[src/rtl/fetch_pc_unit_pkg.sv]
// Shared pipeline definitions for the fetch stage: word width, jump-op
// encodings, the NOP constant, the IF/ID record and the branch-target helper.
package fetch_pc_unit_pkg;

  localparam int WORD_W = 32;

  typedef logic [WORD_W-1:0] word_t;

  typedef enum logic [1:0] {
    JOP_SEQ = 2'b00,
    JOP_BR  = 2'b01,
    JOP_JR  = 2'b10,
    JOP_J   = 2'b11
  } jump_op_e;

  localparam word_t NOP_INSTR = 32'h0000_0000;

  typedef struct packed {
    word_t instr;
    word_t pc4;
    logic  valid;
  } ifid_t;

  // PC-relative branch: word offset sign-extended and scaled to bytes.
  function automatic word_t branch_target(input word_t pc4, input logic [15:0] imm);
    return pc4 + {{14{imm[15]}}, imm, 2'b00};
  endfunction

endpackage

[src/rtl/fetch_pc_unit_next_pc_sel.sv]
// Combinational next-PC selection: sequential, branch, register jump and
// direct jump targets, plus the register-jump misalignment flag.
module next_pc_sel
  import fetch_pc_unit_pkg::*;
(
  input  jump_op_e    jop,
  input  word_t       pc,
  input  word_t       ifid_pc4,
  input  logic [25:0] instr_idx,
  input  word_t       rs_data,
  output word_t       next_pc,
  output word_t       pc_plus4,
  output logic        misalign
);

  assign pc_plus4 = pc + 32'd4;

  always_comb begin
    // NOTE: every output gets a default first so no path leaves it unassigned
    // and no latch is inferred.
    next_pc  = pc_plus4;
    misalign = 1'b0;
    case (jop)
      JOP_BR: next_pc = branch_target(ifid_pc4, instr_idx[15:0]);
      JOP_JR: begin
        next_pc  = {rs_data[31:2], 2'b00};
        misalign = |rs_data[1:0];
      end
      JOP_J:  next_pc = {ifid_pc4[31:28], instr_idx, 2'b00};
      default: ;
    endcase
  end

endmodule

[src/rtl/fetch_pc_unit.sv]
// Instruction-fetch stage: PC register, IF/ID register, redirect/flush with
// stall priority, and a wrapping redirect counter.
module fetch_pc_unit
  import fetch_pc_unit_pkg::*;
#(
  parameter word_t RESET_PC = 32'h0000_0000,
  parameter int    CNT_W    = 16
) (
  input  logic             clk,
  input  logic             rst,
  input  logic             stall,
  input  logic [1:0]       jump_op,
  input  logic [31:0]      rs_data,
  input  logic [31:0]      imem_instr,
  output logic [31:0]      pc_out,
  output logic [31:0]      ifid_instr,
  output logic [31:0]      ifid_pc4,
  output logic             ifid_valid,
  output logic             redirect,
  output logic             misalign,
  output logic [CNT_W-1:0] redirect_count
);

  word_t            pc_q;
  ifid_t            ifid_q;
  logic             redirect_q;
  logic             misalign_q;
  logic [CNT_W-1:0] count_q;

  jump_op_e qual_jop;
  word_t    next_pc;
  word_t    pc_plus4;
  logic     sel_misalign;
  logic     take;

  // A flushed (invalid) slot carries no real control transfer.
  assign qual_jop = ifid_valid ? jump_op_e'(jump_op) : JOP_SEQ;
  assign take     = (qual_jop != JOP_SEQ);

  next_pc_sel u_next_pc_sel (
    .jop       (qual_jop),
    .pc        (pc_q),
    .ifid_pc4  (ifid_q.pc4),
    .instr_idx (ifid_q.instr[25:0]),
    .rs_data   (rs_data),
    .next_pc   (next_pc),
    .pc_plus4  (pc_plus4),
    .misalign  (sel_misalign)
  );

  always_ff @(posedge clk) begin
    // NOTE: non-blocking assignments so every register samples pre-edge values.
    if (rst) begin
      pc_q       <= RESET_PC;
      ifid_q     <= '{instr: NOP_INSTR, pc4: '0, valid: 1'b0};
      redirect_q <= 1'b0;
      misalign_q <= 1'b0;
      count_q    <= '0;
    end else if (stall) begin
      redirect_q <= 1'b0;
    end else begin
      pc_q       <= next_pc;
      redirect_q <= take;
      misalign_q <= sel_misalign;
      if (take) begin
        ifid_q  <= '{instr: NOP_INSTR, pc4: '0, valid: 1'b0};
        count_q <= count_q + CNT_W'(1);
      end else begin
        ifid_q <= '{instr: imem_instr, pc4: pc_plus4, valid: 1'b1};
      end
    end
  end

  assign pc_out         = pc_q;
  assign ifid_instr     = ifid_q.instr;
  assign ifid_pc4       = ifid_q.pc4;
  assign ifid_valid     = ifid_q.valid;
  assign redirect       = redirect_q;
  assign misalign       = misalign_q;
  assign redirect_count = count_q;

endmodule
[config.mk]
export PLATFORM = sky130hd
export DESIGN_NAME = fetch_pc_unit
export DESIGN_NICKNAME = d
export VERILOG_FILES = /design/src/rtl/fetch_pc_unit_pkg.sv /design/src/rtl/fetch_pc_unit_next_pc_sel.sv /design/src/rtl/fetch_pc_unit.sv
export SDC_FILE = /design/constraint.sdc
export NUM_CORES = 1
export LEC_CHECK = 0
export ABC_AREA = 0
export BUFFER_PORTS_ARGS = -buffer_cell sky130_fd_sc_hd__buf_2
export CORE_AREA = 2 2 122 124
export DETAILED_ROUTE_END_ITERATION = 6
export DIE_AREA = 0 0 124 126
export PLACE_DENSITY = 0.76
export SYNTH_ARGS = -nofsm -noshare
export SYNTH_HDL_FRONTEND = slang
export SYNTH_SLANG_ARGS = --single-unit
[constraint.sdc]
create_clock -name clk -period 3.3 [get_ports clk]
set_clock_uncertainty 0.15 [all_clocks]
set_input_delay 0.33 -clock clk [delete_from_list [all_inputs] [get_ports clk]]
set_output_delay 0.33 -clock clk [all_outputs]
set_load 0.05 [all_outputs]
Word-level counts from Yosys, hierarchy flattened
Index checks and enable logic that the tools add are counted.

storage, ports and cells
  bits in registers = 115
  logic and storage cells = 22
  output and inout port bits = 115
  bits of input ports = 69

operators by class
  multiplexer cells = 4
  add/sub/neg operators = 3
  eq/ne operators = 3
  reduce and logical (&&, ||, !) cells = 4
  bitwise operators = 1

operators by type and width
  kind                   number
  $pmux 32 s3            1
  $mux 65                1
  $add 32x3->32 const B  1
  $add 32x32->32         1
  $add 16x1->16 const B  1
  $eq 2x2->1 const B     2
  $reduce_or 2->1        2
  $eq 2x1->1 const B     1
  $mux 2                 1
  $reduce_and 2->1       1
  $reduce_bool 2->1      1
  $mux 1                 1
  $not 1->1              1

Longest topological paths before layout
Gate-level depths: netlist of run 1.

  depth after elaboration = 3
  mapped depth = 11

Hierarchy
Synthesis of run 1 repeated with hierarchy kept, for this count alone.

second synthesis, totals
  cells, all modules = 788
  area total of the unflattened synthesis = 6979.2 um2

modules (own cells, without submodules)
  module         area each (um2)  times used  cells an instance
  fetch_pc_unit  4058.9           1           419
  next_pc_sel    2920.3           1           369

Worst setup path after synthesis of run 1
OpenSTA, ideal clock, no wires.

  path type = flip-flop to flip-flop
  start = register ifid_q (netlist bit ifid_instr[1])
  end = register pc_q[27], in the netlist pc_out[27]
  buffers on the path = 0
  slack = 0.165 ns
  period minus slack after synthesis = 3.135 ns
  arrival = 2.882 ns
  cell stages (with the launch flop) = 11
  library setup time = 0.103 ns
  cells stage by stage = dfxtp_1 > ha_1 > a21oi_1 > nor2b_1 > a311o_1 > a31o_4 > a211o_2 > a222oi_1 > a21oi_1 > mux2i_1 > a2111oi_2

between the ends
  cells in the longest elaborated chain, start to end = 2

ends and longest elaborated chain
  element                 RTL line                         text
  from (decl)             fetch_pc_unit.sv:25              ifid_t ifid_q;
  from (signal assigned)  fetch_pc_unit.sv:55              ifid_q <= '{instr: NOP_INSTR, pc4: '0, valid: 1'b0};
  from (signal assigned)  fetch_pc_unit.sv:66              ifid_q <= '{instr: NOP_INSTR, pc4: '0, valid: 1'b0};
  from (signal assigned)  fetch_pc_unit.sv:69              ifid_q <= '{instr: imem_instr, pc4: pc_plus4, valid: 1'b1};
  $add 32x32->32          fetch_pc_unit_pkg.sv:26          return pc4 + {{14{imm[15]}}, imm, 2'b00};
  $pmux 32 s3             fetch_pc_unit_next_pc_sel.sv:23  case (jop)
  to (signal assigned)    fetch_pc_unit.sv:62              pc_q <= next_pc;
  to (decl)               fetch_pc_unit.sv:24              word_t pc_q;

No other way between the ends.
A chain may end at the register's enable or synchronous reset.

Worst setup path in the final report of run 1
  start = register ifid_q (netlist bit ifid_instr[0])
  end = register pc_q[28], in the netlist pc_out[28]

The elaborated chain is that of the path after synthesis.

==> flow_summary.json, run 1 <==
{
  "status": "finished clean",
  "routed.top_layer": "met4",
  "route.layer.met1.wl_um": 9440,
  "wl_per_cell_um": 17.0,
  "nets": 1166,
  "rr_startpoint": "ifid_instr[0]",
  "rsz0062_at_grt": "false",
  "start_util_pct": 49.2,
  "grt_usage_pct": 27.8,
  "hold_viol_final": 0,
  "async_flop_share_pct": 0,
  "ant_nets": 0,
  "finalCritPeriodShare_pct": 92.6,
  "power_density_mw_per_mm2": 484,
  "setup_viol": 0,
  "synthDistinctLibCells": 71,
  "synthFlopType": "dfxtp_1",
  "grt.overflow.total": 0,
  "maxSlewViolCount": 0,
  "grt_pass1_vias": 6843,
  "ys_warn_count": 0,
  "arrival_ns": 3.24,
  "avgSynthCellArea_um2": 7.83,
  "numCtsBuffers": 17,
  "numPortBuffers": 183,
  "wl_met2_um": 10200,
  "dp_hpwl_um": 14900,
  "wl_met3_um": 1410,
  "r2r_setup_slack_ns": 0.25,
  "num_vias": 7278,
  "die_y_um": 126,
  "crit_type": "reg -> reg",
  "cp-endpoint": "pc_out[28]",
  "synth_enable_flop_cells": 0,
  "cts_buffer_depth": 2,
  "yosysMostFrequentCell": "nor2_1",
  "clk_pin_slew_worst_paths_ns": 0.06,
  "dieWidth_um": 124,
  "cp.required_ns": 3.48,
  "fmax_mhz": 327,
  "syn_area_mm2": 0.00704,
  "min_path_type": "in -> reg",
  "fillCellCount": 1329,
  "routed_wl_um": 21500,
  "p_leak_uw": 0.00415,
  "end_kind": "flip-flop",
  "first_pass_iters": 5,
  "ctsHtreeMaxLevel": 4,
  "num_rows": 44,
  "synth_top_area_cell": "dfxtp_1",
  "cts_tree": "built",
  "worst_r2r_path_depth": 11,
  "dpl_cell_area_mm2": 0.00813,
  "setup_tns_ns": 0,
  "antenna_found_initial": 1,
  "area_growth_pct": 24.3,
  "yosys-top-cells-area": "dfxtp_1 (33%), a21oi_1 (8.6%), nor2_1 (7.2%)",
  "worst_setup_path_start_kind": "flip-flop",
  "gp_congestion": 0.974,
  "vias_per_cell": 5.76,
  "synth_top_area_share_pct": 32.7,
  "drtIter0Drc": 503,
  "syn_inst": 899,
  "synth_nets": 1000,
  "drv_cap": 0,
  "core_mm2": 0.0143,
  "io_pins": 184,
  "final_area_mm2": 0.00875,
  "cp_max_fo": 4,
  "ir_worst_vdd_uv": 428,
  "fin_crit_ns": 3.05,
  "fp.dieArea_mm2": 0.0156,
  "crit_start": "ifid_instr[0]",
  "yosysSeqAreaShare_pct": 32.7,
  "worst_hold_slack_ns": 0.100,
  "grt_pass1_wl_um": 34300,
  "cts-root-buf": "clkbuf_16",
  "relSlewSlack_pct": 49.5,
  "grt_start_max_net_pins": 69,
  "drive_gt1_share_pct": 24.3,
  "synthTopCellsByCount": "nor2_1 (135), a21oi_1 (121), dfxtp_1 (115), o21ai_0 (64), nand2_1 (55)",
  "worstMarginPinSlew_ns": 0.757,
  "clock-sinks": 115,
  "ys_ff_latch": 115,
  "insertion_delay_ns": 0.42,
  "drc": 0,
  "reg2reg_to": "pc_out[28]"
}
-- cells in the final DEF, fill, tap and decap left out, types with 8 or more instances in the layout --
cell,count
nor2_1,134
clkbuf_16,17
o21ai_0,64
a22oi_1,10
inv_1,10
mux2i_1,30
o21a_1,8
dfxtp_1,115
nand2_1,55
a21o_1,12
nor3_1,31
ha_1,31
a21oi_1,121
buf_2,182
xnor2_1,28
and3_1,44
nand3_1,19
xor2_1,32
nor2b_1,8
buf_4,20
-- where the power goes --
group / switching (uW) / total [uW] / internal, uW / leakage [uW]
registers: 74.3 / 1530 / 1450 / 0.000941
clock network: 720 / 1910 / 1190 / 0.000278
logic: 551 / 795 / 245 / 0.00293
total: 1340 / 4230 / 2890 / 0.00415
-- how the worst min path moves through the flow --
stage,depth (start not counted),slack [ns],from,endpoint
2_1_floorplan,3,0.44,stall,redirect_count[1]
3_3_place_gp,2,0.31,ifid_instr[29],ifid_instr[29]
3_5_place_dp,2,0.32,ifid_instr[28],ifid_instr[28]
4_1_cts,4,0.09,imem_instr[30],ifid_instr[30]
5_1_grt,4,0.11,imem_instr[25],ifid_instr[25]
6_report,4,0.10,imem_instr[30],ifid_instr[30]
-- per-stage QoR --
step / setup slack (ns) / cells / power (uW) / utilization, %
finish: 0.245 / 1263 / 4230 / 61.1
global route: 0.0255 / 1262 / 4390 / 61.1
CTS: 0.239 / 1262 / 4240 / 61.0
detailed placement: 0.254 / 1230 / 2340 / 56.8
global placement: 0.269 / 1230 / 2330 / 56.8
floorplan: 0.165 / 899 / 2120 / -
-- worst max-delay path, stage by stage, from the launching register on --
cell and delay (ns):
dfxtp_1 0.33, ha_1 0.24, fa_1 0.41, a21o_1 0.20, a21oi_2 0.22, o211ai_2 0.15
a221oi_4 0.33, a31oi_1 0.15, o21ai_2 0.26, a311oi_1 0.15, o21a_1 0.19, o31ai_1 0.21
-- flip-flops by register name (all words and copies together), names as in the netlist --
name            cells
redirect            1
ifid_pc4           32
ifid_valid          1
redirect_count     16
misalign            1
ifid_instr         32
pc_out             32
-- timing repair --
item                       CTS  global route
resized for setup            0             1
setup buffers                0             0
setup endpoints to repair    0             1
hold buffers                 0             0
-- metal layers --
layer	GRT usage, %	up-vias
li1	-	3555
met5	0	-
met2	44.7	251
met4	9.32	0
met1	36.5	3440
met3	6.43	32
-- layout make-up --
class / instances / area [um^2] / area share [%]
Multi-Input combinational cell: 718 / 4500 / 51.5
Sequential cell: 115 / 2300 / 26.3
Timing Repair Buffer: 202 / 1060 / 12.1
Clock buffer: 17 / 425 / 4.86
Tap cell: 184 / 230 / 2.63
Clock inverter: 15 / 184 / 2.10
Inverter: 11 / 41.3 / 0.472
Antenna cell: 1 / 2.50 / 0.0286
-- cells by family (layout without fill, tap and decap cells) --
group	after synthesis	in the layout	synth area share, %
buffers and inverters	66	245	3.65
flip-flops	115	115	32.7
XOR/XNOR	60	60	7.47
adder cells (fa/ha/maj)	32	32	5.80
AND/OR/NAND/NOR	329	329	22.8
AO/OA/AOI/OAI	265	265	23.0
other	0	1	0
multiplexers	32	32	4.59
Power figures use the tool's default switching activity.
==> run 2: changes to the inputs <==
PLACE_DENSITY = 0.74   (was 0.76)
==> flow_summary.json, run 2 (synthesis results as in run 1) <==
{
  "status": "finished clean",
  "grt_pass1_wl_um": 34600,
  "layout_commonest_cell": "buf_2",
  "grt_pass1_vias": 6853,
  "power_density_mw_per_mm2": 486,
  "grt_usage_pct": 28.0,
  "slowest_stage": "fa_1",
  "crit_type": "reg -> reg",
  "drtIter0Drc": 597,
  "holdPathEnd": "ifid_instr[4]",
  "area_growth_pct": 24.7,
  "start_util_pct": 49.2,
  "dieWidth_um": 124,
  "setup_viol": 0,
  "cp_max_fo": 4,
  "ant_nets": 0,
  "path_cells": "ha_1 > fa_1 > a21o_1 > a21oi_2 > o211ai_2 > a221oi_4 > a31oi_1 > o21ai_2 > a311oi_1 > o21a_1 > o31ai_1",
  "power_uw": 4270,
  "place_ws_ns": 0.177,
  "hold-path-cell-count": 4,
  "ir_worst_vdd_uv": 354,
  "setup_tns_ns": 0,
  "cts_setup_buffers": 0,
  "min_path_type": "in -> reg",
  "insertion_delay_ns": 0.42,
  "worstMarginPinSlew_ns": 0.736,
  "antenna_found_initial": 0,
  "numCtsBuffers": 17,
  "core_mm2": 0.0143,
  "hp-start": "imem_instr[4]",
  "worst_r2r_path_depth": 11,
  "grt_start_max_net_pins": 93,
  "clock-sinks": 115,
  "die_y_um": 126,
  "reg2reg_to": "pc_out[28]",
  "maxSlewViolCount": 0,
  "first_pass_iters": 5,
  "fin_ws_ns": 0.202,
  "drv_cap": 0,
  "crit_buf_inv": 0,
  "num_vias": 7144,
  "cts_tree": "built",
  "final_cell_mix": "buf_2 (182), nor2_1 (134), a21oi_1 (121)",
  "dp_hpwl_um": 14800,
  "cts_buffer_depth": 2,
  "rr_startpoint": "ifid_instr[0]",
  "drive_gt1_share_pct": 24.1,
  "worst_setup_path_start_kind": "flip-flop",
  "io_pins": 184,
  "hold_viol_final": 0,
  "cp.required_ns": 3.48,
  "r2r_setup_slack_ns": 0.20,
  "fillCellCount": 1310,
  "drc": 0,
  "fmax_mhz": 323,
  "gp_congestion": 0.899,
  "path_delay_family": "compound AO/OA/AOI/OAI gates",
  "arrival_ns": 3.28,
  "grt.overflow.total": 0,
  "numPortBuffers": 183,
  "fin_crit_ns": 3.10,
  "hold_buffers": 0,
  "p_leak_uw": 0.00417,
  "nets": 1165,
  "relSlewSlack_pct": 50.9,
  "fp.dieArea_mm2": 0.0156,
  "ctsHtreeMaxLevel": 4,
  "finalCritPeriodShare_pct": 93.9,
  "post-route-util_pct": 61.3,
  "max_stage_delay_ns": 0.42,
  "worst_hold_slack_ns": 0.0989,
  "cts-root-buf": "clkbuf_16",
  "clk_pin_slew_worst_paths_ns": 0.05,
  "num_rows": 44,
  "postCtsResizedCells": 0,
  "routed_wl_um": 21400,
  "wl_per_cell_um": 17.0,
  "vias_per_cell": 5.66,
  "end_kind": "flip-flop"
}
==> run 2: worst max-delay path by stage <==
stage / from / end / slack (ns) / cells past startpoint
floorplan: ifid_instr[1] / pc_out[27] / 0.16 / 10
global placement: ifid_instr[0] / pc_out[28] / 0.23 / 11
detailed placement: ifid_instr[0] / pc_out[28] / 0.18 / 11
CTS: ifid_instr[0] / pc_out[28] / 0.14 / 11
global route: ifid_instr[0] / pc_out[28] / -0.004 / 11
finish: ifid_instr[0] / pc_out[28] / 0.20 / 11
==> run 2: power by group <==
group          leakage, uW  total (uW)  internal [uW]  switching (uW)
Clock             0.000288        1940           1260             687
Sequential        0.000941        1530           1450            75.8
Combinational      0.00294         794            248             546
==> run 2: metal layers <==
metal | share of wire, % | GRT usage, % | vias to the layer above
li1 | - | - | 3550
met1 | 44 | 37.1 | 3328
met2 | 48 | 45.6 | 237
met3 | 6.7 | 5.93 | 29
met4 | 1.7 | 8.46 | 0
met5 | 0 | 0 | -
==> run 2: stage by stage <==
step	instance area (um^2)	instances
2_1_floorplan	7040	899
3_3_place_gp	8140	1229
3_5_place_dp	8140	1229
4_1_cts	8760	1261
5_1_grt	8770	1261
6_report	8770	1262
==> run 2: worst register-to-register path: cells and delay by family, from the launching register on <==
kind / cells / cell delay [ns]
AO/OA/AOI/OAI: 9 / 1.88
adder cells (fa/ha/maj): 2 / 0.66
flip-flops: 1 / 0.33
==> run 2: area by class of cell <==
cell class | count | area, um^2 | share of cell area (%)
Clock inverter | 14 | 186 | 2.12
Timing Repair Buffer | 201 | 1080 | 12.3
Clock buffer | 18 | 429 | 4.89
Multi-Input combinational cell | 718 | 4500 | 51.3
Antenna cell | 1 | 2.50 | 0.0285
Inverter | 11 | 41.3 | 0.471
Sequential cell | 115 | 2300 | 26.2
Tap cell | 184 | 230 | 2.62
